[config.mk]
export PLATFORM = sky130hd
export DESIGN_NAME = regwr_decode_pipe_flat
export DESIGN_NICKNAME = d
export VERILOG_FILES = /design/src/rtl/regwr_decode_pipe_if.sv /design/src/rtl/regwr_decode_pipe.sv /design/src/flat_wrapper.sv
export SDC_FILE = /design/constraint.sdc
export NUM_CORES = 1
export LEC_CHECK = 0
export CELL_PAD_IN_SITES_DETAIL_PLACEMENT = 1
export CELL_PAD_IN_SITES_GLOBAL_PLACEMENT = 2
export CORE_MARGIN = 10
export CORE_UTILIZATION = 32
export DETAILED_ROUTE_END_ITERATION = 10
export GPL_TIMING_DRIVEN = 0
export PLACE_DENSITY_LB_ADDON = 0.3
export SYNTH_ARGS = -nofsm -noshare
export SYNTH_HDL_FRONTEND = slang
export SYNTH_SLANG_ARGS = --single-unit
[constraint.sdc]
create_clock -name clk -period 4.83 [get_ports clk]
set_input_delay 0.966 -clock clk [delete_from_list [all_inputs] [get_ports clk]]
set_output_delay 0.966 -clock clk [all_outputs]
set_load 0.05 [all_outputs]
[src/rtl/regwr_decode_pipe_if.sv]
// regwr_decode_pipe_if: write-request and write-select bundle between writeback and the register-file decoder
// Ports carried: stall, flush, cnt_clr, wr0_en/wr0_addr, wr1_en/wr1_addr (to decoder);
//                sel0, sel1, coll, coll_cnt (from decoder)
interface regwr_decode_pipe_if #(
  parameter int ADDR_W = 5,
  parameter int CNT_W  = 8
);
  localparam int NREG = 2**ADDR_W;
  logic              stall;
  logic              flush;
  logic              cnt_clr;
  logic              wr0_en;
  logic [ADDR_W-1:0] wr0_addr;
  logic              wr1_en;
  logic [ADDR_W-1:0] wr1_addr;
  logic [NREG-1:0]   sel0;
  logic [NREG-1:0]   sel1;
  logic              coll;
  logic [CNT_W-1:0]  coll_cnt;
  modport master (
    output stall, flush, cnt_clr, wr0_en, wr0_addr, wr1_en, wr1_addr,
    input  sel0, sel1, coll, coll_cnt
  );
  modport slave (
    input  stall, flush, cnt_clr, wr0_en, wr0_addr, wr1_en, wr1_addr,
    output sel0, sel1, coll, coll_cnt
  );
endinterface

[src/rtl/regwr_decode_pipe.sv]
// regwr_decode_pipe: dual-port registered register-file write-select decoder with zero-register masking and collision resolution
// Ports: clk, reset_n (async active-low); bus (slave) carries stall/flush/cnt_clr,
//        two write requests, and the registered sel0/sel1/coll/coll_cnt outputs
module regwr_decode_pipe #(
  parameter int ADDR_W   = 5,
  parameter int ZERO_EN  = 1,
  parameter int ZERO_REG = 31,
  parameter int CNT_W    = 8
) (
  input  logic                clk,
  input  logic                reset_n,
  regwr_decode_pipe_if.slave  bus
);
  localparam int NREG = 2**ADDR_W;
  logic [NREG-1:0] d0, d1;
  logic            hit;
  for (genvar i = 0; i < NREG; i++) begin : g_dec
    localparam bit Z = (ZERO_EN != 0) && (i == ZERO_REG);
    assign d0[i] = bus.wr0_en && (bus.wr0_addr == ADDR_W'(i)) && !Z;
    assign d1[i] = bus.wr1_en && (bus.wr1_addr == ADDR_W'(i)) && !Z;
  end
  // the younger port 1 wins a same-register collision
  assign hit = |(d0 & d1);
  always_ff @(posedge clk or negedge reset_n) begin
    if (!reset_n) begin
      bus.sel0     <= '0;
      bus.sel1     <= '0;
      bus.coll     <= 1'b0;
      bus.coll_cnt <= '0;
    end else begin
      if (bus.flush) begin
        bus.sel0 <= '0;
        bus.sel1 <= '0;
        bus.coll <= 1'b0;
      end else if (!bus.stall) begin
        bus.sel0 <= hit ? '0 : d0;
        bus.sel1 <= d1;
        bus.coll <= hit;
      end
      if (bus.cnt_clr)
        bus.coll_cnt <= '0;
      else if (!bus.flush && !bus.stall && hit && bus.coll_cnt != '1)
        bus.coll_cnt <= bus.coll_cnt + 1'b1;
    end
  end
endmodule

[src/flat_wrapper.sv]
// flat-port wrapper written by rule: the top's interface ports become plain ports
module regwr_decode_pipe_flat 
#(
  parameter int ADDR_W   = 5,
  parameter int ZERO_EN  = 1,
  parameter int ZERO_REG = 31,
  parameter int CNT_W    = 8
)
  (clk, reset_n, bus_stall, bus_flush, bus_cnt_clr, bus_wr0_en, bus_wr0_addr, bus_wr1_en, bus_wr1_addr, bus_sel0, bus_sel1, bus_coll, bus_coll_cnt);
  regwr_decode_pipe_if #(.ADDR_W(ADDR_W), .CNT_W(CNT_W)) bus_i ();
  input  logic clk;
  input  logic reset_n;
  input wire logic [$bits(bus_i.stall)-1:0] bus_stall;
  input wire logic [$bits(bus_i.flush)-1:0] bus_flush;
  input wire logic [$bits(bus_i.cnt_clr)-1:0] bus_cnt_clr;
  input wire logic [$bits(bus_i.wr0_en)-1:0] bus_wr0_en;
  input wire logic [$bits(bus_i.wr0_addr)-1:0] bus_wr0_addr;
  input wire logic [$bits(bus_i.wr1_en)-1:0] bus_wr1_en;
  input wire logic [$bits(bus_i.wr1_addr)-1:0] bus_wr1_addr;
  output wire logic [$bits(bus_i.sel0)-1:0] bus_sel0;
  output wire logic [$bits(bus_i.sel1)-1:0] bus_sel1;
  output wire logic [$bits(bus_i.coll)-1:0] bus_coll;
  output wire logic [$bits(bus_i.coll_cnt)-1:0] bus_coll_cnt;
  assign bus_i.stall = bus_stall;
  assign bus_i.flush = bus_flush;
  assign bus_i.cnt_clr = bus_cnt_clr;
  assign bus_i.wr0_en = bus_wr0_en;
  assign bus_i.wr0_addr = bus_wr0_addr;
  assign bus_i.wr1_en = bus_wr1_en;
  assign bus_i.wr1_addr = bus_wr1_addr;
  assign bus_sel0 = bus_i.sel0;
  assign bus_sel1 = bus_i.sel1;
  assign bus_coll = bus_i.coll;
  assign bus_coll_cnt = bus_i.coll_cnt;
  regwr_decode_pipe #(.ADDR_W(ADDR_W), .ZERO_EN(ZERO_EN), .ZERO_REG(ZERO_REG), .CNT_W(CNT_W)) u_core (.clk(clk), .reset_n(reset_n), .bus(bus_i));
endmodule
After elaboration in Yosys (flattened, before gate mapping)
Cells that the tools add are included.
W data, S select, Z words.
{"block": "op_classes", "n_reduce_logical": 71, "addsub": 1, "eq_ne": 62, "bitwise": 1, "mux": 9}
{"op": "$eq A5 B5 Y1 const B", "n": 30}
{"op": "$mux W32", "n": 4}
{"op": "$eq A5 B4 Y1 const B", "n": 16}
{"op": "$logic_and A1 B1 Y1", "n": 65}
{"op": "$eq A5 B3 Y1 const B", "n": 8}
{"op": "$reduce_or A32 Y1", "n": 1}
{"op": "$and A31 B31 Y31", "n": 1}
{"op": "$mux W31", "n": 1}
{"op": "$eq A5 B2 Y1 const B", "n": 4}
{"op": "$mux W8", "n": 2}
{"op": "$eq A5 B1 Y1 const B", "n": 2}
{"op": "$logic_not A5 Y1", "n": 2}
{"op": "$add A8 B1 Y8 const B", "n": 1}
{"op": "$ne A8 B8 Y1 const B", "n": 1}
{"op": "$logic_not A1 Y1", "n": 2}
{"op": "$mux W1", "n": 2}
{"op": "$ne A2 B1 Y1 const B", "n": 1}
{"op": "$reduce_bool A2 Y1", "n": 1}
{"block": "word_totals", "inputBits": 17, "register_bits": 73, "elab_cells": 148}

Longest topological paths before layout
{"block": "logic_depth", "depth_word": 8, "mapped_depth": 9}

Worst setup path after synthesis
No wires, ideal clock.
{"block": "synth_path", "path_type": "input-to-reg", "from": "input port bus_wr0_addr[0]", "to": "register u_core.bus.coll_cnt[6]", "required_time_ns": 4.695, "n_path_buf": 2, "arrival_time_ns": 2.638, "slack_ns": 2.057, "cell_stages": 9, "setup_ns": 0.135, "path_cell_list": "buf_6 -> or4_4 -> a21oi_1 -> o21bai_1 -> a21oi_4 -> nor2_2 -> buf_2 -> o41ai_1 -> a21oi_1"}
{"block": "synth_via", "elab_chain_cells": 7}
{"item": "start: declaration", "line_no": "flat_wrapper.sv:17", "rtl": "input wire logic [$bits(bus_i.wr0_addr)-1:0] bus_wr0_addr;"}
{"item": "$eq A5 B1 Y1 (tied with other cells)", "line_no": "regwr_decode_pipe.sv:19", "rtl": "assign d0[i] = bus.wr0_en && (bus.wr0_addr == ADDR_W'(i)) && !Z;"}
{"item": "$logic_and A1 B1 Y1", "line_no": "regwr_decode_pipe.sv:19"}
{"item": "$and A31 B31 Y31 *", "line_no": "regwr_decode_pipe.sv:23", "rtl": "assign hit = |(d0 & d1);"}
{"item": "$reduce_or A32 Y1 *", "line_no": "regwr_decode_pipe.sv:23"}
{"item": "$logic_and A1 B1 Y1 * (2 in a row)", "line_no": "regwr_decode_pipe.sv:42", "rtl": "else if (!bus.flush && !bus.stall && hit && bus.coll_cnt != '1)"}
{"item": "$reduce_bool A2 Y1 (no source line) *"}
{"item": "end signal: assignment", "line_no": "regwr_decode_pipe.sv:43", "rtl": "bus.coll_cnt <= bus.coll_cnt + 1'b1;"}
{"item": "end: declaration", "line_no": "regwr_decode_pipe_if.sv:26", "rtl": "output sel0, sel1, coll, coll_cnt"}
Every way passes the cells marked *; elsewhere a longest branch is shown, timed or not.
A chain may end at the register's enable or synchronous reset.

Final worst setup path
{"block": "layout_path", "from": "input port bus_wr0_addr[3]", "to": "register u_core.bus.sel0[17]"}
{"block": "layout_via", "elab_chain_cells": 7}
{"item": "$eq A5 B1 Y1 (tied with other cells)", "line_no": "regwr_decode_pipe.sv:19"}
{"item": "$logic_and A1 B1 Y1", "line_no": "regwr_decode_pipe.sv:19"}
{"item": "$and A31 B31 Y31", "line_no": "regwr_decode_pipe.sv:23"}
{"item": "$reduce_or A32 Y1", "line_no": "regwr_decode_pipe.sv:23"}
{"item": "$mux W31 *", "line_no": "regwr_decode_pipe.sv:36", "rtl": "bus.sel0 <= hit ? '0 : d0;"}
{"item": "$mux W32 *", "line_no": "regwr_decode_pipe.sv:35", "rtl": "end else if (!bus.stall) begin"}
{"item": "$mux W32 *", "line_no": "regwr_decode_pipe.sv:31", "rtl": "if (bus.flush) begin"}
{"item": "end signal: assignment", "line_no": "regwr_decode_pipe.sv:36"}
{"item": "end: declaration", "line_no": "regwr_decode_pipe_if.sv:26"}
Every way passes the cells marked *; elsewhere a longest branch is shown, timed or not. The select of a mux whose other input is x is not followed.

==> impl_metrics.toml <==
[outcome]
status = "finished, final reports clean"

[cells_and_area]
final_util_pct = 44.7
ff_latch_area_um2 = 1780
antennaDiodeCount = 0
area_growth_pct = 37.4
layout_commonest_cell = "clkdlybuf4s50_1"
final_cell_mix = "clkdlybuf4s50_1, dfrtp_1, nand2_1, a22o_1, o21ai_0"
fill_cells = 1121
final-instance-count-excl-fill = 556
nets = 433
multi_input_area_um2 = 1430
layout-drive-gt1-share_pct = 11.0

[synth]
yosys_most_used_dff = "dfrtp_1"
synth_edf_count = 0
synth.avg_cell_area_um2 = 10.5
ys_types = 49
ys.warnings.count = 0
synth_seq_cells = 71
netlist_area_um2 = 3330
ys_async_sr_fraction_pct = 100
synth_cells = 318
yosysSeqAreaShare_pct = 53.3

[drt]
wl_met1_um = 4810
wire_per_inst_um = 18.1
antenna_left = 0
first_iter_violations = 146
routed-via-count = 2877
met3_length_um = 656
topRoutingLayerUsed = "met4"
drtPass1Iterations = 4
route.detailed.drc = 0
wirelength_um = 10000
via_per_inst = 5.17
wl_met2_um = 4520

[timing]
rsz0062_at_grt = "no"
setup_viol = 0
fin_crit_ns = 3.23
fin_tns_setup_ns = 0
finalHoldViolCount = 0
fin_skew_ns = 0.00378
slew_headroom_pct = 41.3
timing.final.max_slew_violations = 0
tightest_slew_ns = 0.880
fmax_mhz = 310
min_period_over_period_pct = 66.9

[place]
detailed_place_hpwl_um = 7680
port-buffer-count = 84
place_inst = 539
place_congestion = 0.807

[clock_network]
cts_resized = 0
cts_tree = "built"
htreeDepth = 3
cts.path.max_buffers = 2
cts_root_buf = "clkbuf_8"
cts_buffers = 9
clk_latency_ns = 0.34
clkTransAtPathRegs_ns = 0.08
cts_setup_buffers = 0
holdBufCountCts = 0
numClockSinks = 71

[hold_path]
min-delay-path-class = "reg2reg"

[critical_path]
worst-endpoint-required_ns = 5.12
path_class = "in2reg"
cp_max_fo = 10
cp.arrival_ns = 3.52
end_kind = "flop"
start_kind = "input pin"

[global_routing]
grt_max_degree = 72
globalRouteOverflowTotal = 0
track_usage_pct = 13.4
grt_pass1_vias = 2966
grt_pass1_wl_um = 16200
antenna_found_initial = 0

[floorplan]
core_area_um2 = 10200
die_x_um = 122
rows = 37
die_h_um = 122
fp.dieArea_um2 = 14900
boundaryPins = 90
start_util_pct = 32.6

[run]
cap_violations = 0

[pwr]
peakVddDrop_uv = 127
power_leakage_nw = 1.90
power_density_nw_per_um2 = 274
cells by family after synthesis:
group                      synth area share, %
muxes                                    0.977
xor gates and xnor gates                 0.789
and+or+nand+nor                           20.6
buffers and inverters                     3.94
AOI/OAI and AO/OA                         19.8
DFF                                       53.3
other                                    0.113
adders and majority gates                0.376
worst max-delay path: stages:
cell and delay (ns):
clkdlybuf4s50_1 0.50, buf_2 0.24, and4bb_2 0.31, and4b_1 0.22, a211oi_1 0.25, nand3_2 0.18, nor2_2 0.24, and4b_1 0.21
buf_2 0.23, a22o_1 0.16
cell type report:
cell class	count	share of cell area, %
Sequential cell	71	38.8
Multi-Input combinational cell	222	31.2
Clock inverter	7	2.30
Inverter	1	0.0820
Buffer	25	2.79
Clock buffer	9	2.71
Timing Repair Buffer	85	18.4
Tap cell	136	3.72
metrics by stage:
step	setup WS [ns]	area, um2	total power [mW]	hold slack, ns
final	1.60	4580	1.25	0.481
after global routing	1.33	4580	1.31	0.518
after CTS	1.61	4570	1.27	0.490
after detailed placement	1.24	4340	0.724	0.472
after global placement	0.355	4350	0.722	0.467
after floorplan	2.06	3330	0.673	0.670
synthesized netlist by cell type (3+ instances only):
cell type	instances	area, um2
a32o_1	9	90.1
o22ai_1	4	25.0
buf_2	9	45.0
or4_1	5	37.5
o21ai_0	21	105
dfrtp_1	71	1780
a22o_1	30	263
nand4_1	7	43.8
nand2b_1	6	37.5
or4bb_1	5	56.3
and3_1	5	31.3
nor2_1	19	71.3
xor2_1	3	26.3
clkbuf_1	11	41.3
nor2b_1	9	56.3
a22oi_1	4	30.0
a21oi_1	10	50.1
o31ai_1	3	22.5
or2_2	6	37.5
nor4_1	4	25.0
nand2_1	37	139
nor3_1	8	40.0
layer usage:
layer	up-vias	global-route usage, %
met3	5	4.44
met4	0	3.58
met5	-	0
met1	1437	18.0
met2	72	20.3
li1	1363	-
state kept, by name, summed over array words and instances, names as in the netlist:
signal               cells
u_core.bus.sel0         31
u_core.bus.sel1         31
u_core.bus.coll_cnt      8
u_core.bus.coll          1
worst paths after layout:
check / cells past startpoint / slack, ns / endpoint / from
setup / recovery: 10 / 1.60 / u_core.bus.sel0[17] / bus_wr0_addr[3]
hold / removal: 2 / 0.48 / u_core.bus.sel1[9] / u_core.bus.sel1[9]
setup reg to reg: 7 / 2.92 / u_core.bus.coll_cnt[5] / u_core.bus.coll_cnt[2]
hold reg to reg: 2 / 0.48 / u_core.bus.sel1[9] / u_core.bus.sel1[9]
max in group asynchronous: 1 / 3.53 / u_core.bus.sel1[19] / reset_n
min in group asynchronous: 1 / 0.73 / u_core.bus.sel1[8] / reset_n
where the power goes:
part / switching [mW] / internal, mW / leakage, nW
combinational: 0.0772 / 0.0350 / 0.799
clock: 0.244 / 0.298 / 0.112
sequential: 0.00177 / 0.597 / 0.991
total: 0.323 / 0.929 / 1.90
Power figures use the tool's default switching activity.
==> RTL edit (config.mk and constraints unchanged) <==
Reset style: synchronous (`reset_n`), changed in one clocked block. Comments in the files are not updated.
--- a/src/rtl/regwr_decode_pipe.sv
+++ b/src/rtl/regwr_decode_pipe.sv
@@ -22,5 +22,5 @@
   // the younger port 1 wins a same-register collision
   assign hit = |(d0 & d1);
-  always_ff @(posedge clk or negedge reset_n) begin
+  always_ff @(posedge clk) begin
     if (!reset_n) begin
       bus.sel0     <= '0;
Check against the original RTL: differs if reset_n is asserted again (counterexample within 4 cycles, from zero or initial values and one cycle with reset_n low); with reset_n held inactive, the same outputs for 10 cycles.
==> RTL edit against the original RTL <==
  * Final cell count is 7.9% higher
  * Register-to-register slack better by 20 ps
  * Maximum frequency is 0.29% lower
  * Count of clock-buffer cells in the layout is 1 higher
  * Critical path depth is 1 higher
  * Die area is 1.9% lower
  * Routed wire length is 14% higher
  * Synthesized area is 2.3% lower
  * Worst setup slack worse by 9.3 ps
  * Sequential cell count stayed put
  * Synthesized cell count is 15% higher
  * Design area is 1.8% lower
  * Core utilization is 1.0 points higher
  * Power is 1.8% lower
  * Critical path type unchanged
  * Critical endpoint is now u_core.bus.sel0[3]
  * Largest cell class is now multi-input combinational cells
  * Largest power group unchanged
==> RTL edit: results (changes against the original RTL) <==
actual slew at the worst max-slew pin = 654 ps (-226 ps)
global-route wire length before repair = 19.0 mm (+17%)
Post-Place Cells = 585 (+8.5%)
skew final = 11.8 ps (+8.03 ps)
R2R Path Start = u_core.bus.coll_cnt[3]
dominant synthesized flop cell = dfxtp_1
worst hold path startpoint = u_core.bus.sel0[28]
switching power total = 0.306 mW (-5.4%)
Non-Filler Instances = 600 (+7.9%)
pre-CTS WS = 1280 ps (+48.0 ps)
M2 GR Usage = 26.1% (+5.8 points)
met2 wire len = 5.41 mm (+20%)
PortBufs = 85 (+1.2%)
routed length per placed instance = 19.1 um (+5.9%)
routed length on met1 = 5.10 mm (+6.0%)
Seq/Total Area, Yosys = 43.7% (-9.7 points)
Clock Power = 0.530 mW (-2%)
Seq. pwr = 0.587 mW (-2%)
DRT iter0 DRCs = 153 (+4.8%)
Post-synth ARST share = 0% (-100 points)
Total GRT Usage = 16.1% (+2.6 points)
DP Area = 4270 um^2 (-1.6%)
post-synth cell types = 51 (+4.1%)
gpl congestion = 0.843 (+4.4%)
vias in the first global route = 3454 (+16%)
total power = 1.23 mW (-1.8%)
crit path from = bus_wr1_addr[4]
met3 wire len = 893 um (+36%)
Crit path max-delay family = buffers and inverters
Lkg Pwr = 1.47 nW (-23%)
dpl hpwl = 8.67 mm (+13%)
met1 usage = 19.6% (+1.6 points)
Post-Syn Instances = 366 (+15%)
largest net degree at the start of global routing = 13 (-82%)
share of cells above drive strength 1 = 8.57% (-2.4 points)
WP data arrival = 3510 ps (about the same)
Peak VDD IR = 0.125 mV (-1.8%)
top post-synthesis cells by count = dfxtp_1 (71), nor2_1 (54), a22oi_1 (29), a32o_1 (23), nand2_1 (18)
status = completed
via count = 3232 (+12%)
==> RTL edit: cell families (layout without fill, tap and decap cells) <==
group                      after synthesis  after routing  synth area share (%)
AOI/OAI and AO/OA                       83             83                  20.6
xor gates and xnor gates                 3              3                 0.808
adders and majority gates                1              1                 0.385
buffers and inverters                   38            138                  5.58
DFF                                     71             71                  43.7
muxes                                    3              3                 0.923
other                                    1              2                 0.115
and+or+nand+nor                        166            166                  27.9
==> RTL edit: layout make-up <==
cell class / count / area (um^2)
well taps: 133 / 166
plain buffers: 33 / 163
repair buffers: 85 / 851
flip-flops and latches: 71 / 1420
clock inverters: 5 / 81.3
inverters: 5 / 18.8
multi-input cells: 258 / 1650
clock buffers: 10 / 138
fillers: 1205 / 5330
==> RTL edit: final timing paths <==
kind / end / slack [ps] / cells past startpoint
setup / recovery: u_core.bus.sel0[3] / 1590 / 11
hold / removal: u_core.bus.sel0[28] / 470 / 1
setup reg to reg: u_core.bus.coll_cnt[5] / 2940 / 6
hold reg to reg: u_core.bus.sel0[28] / 470 / 1
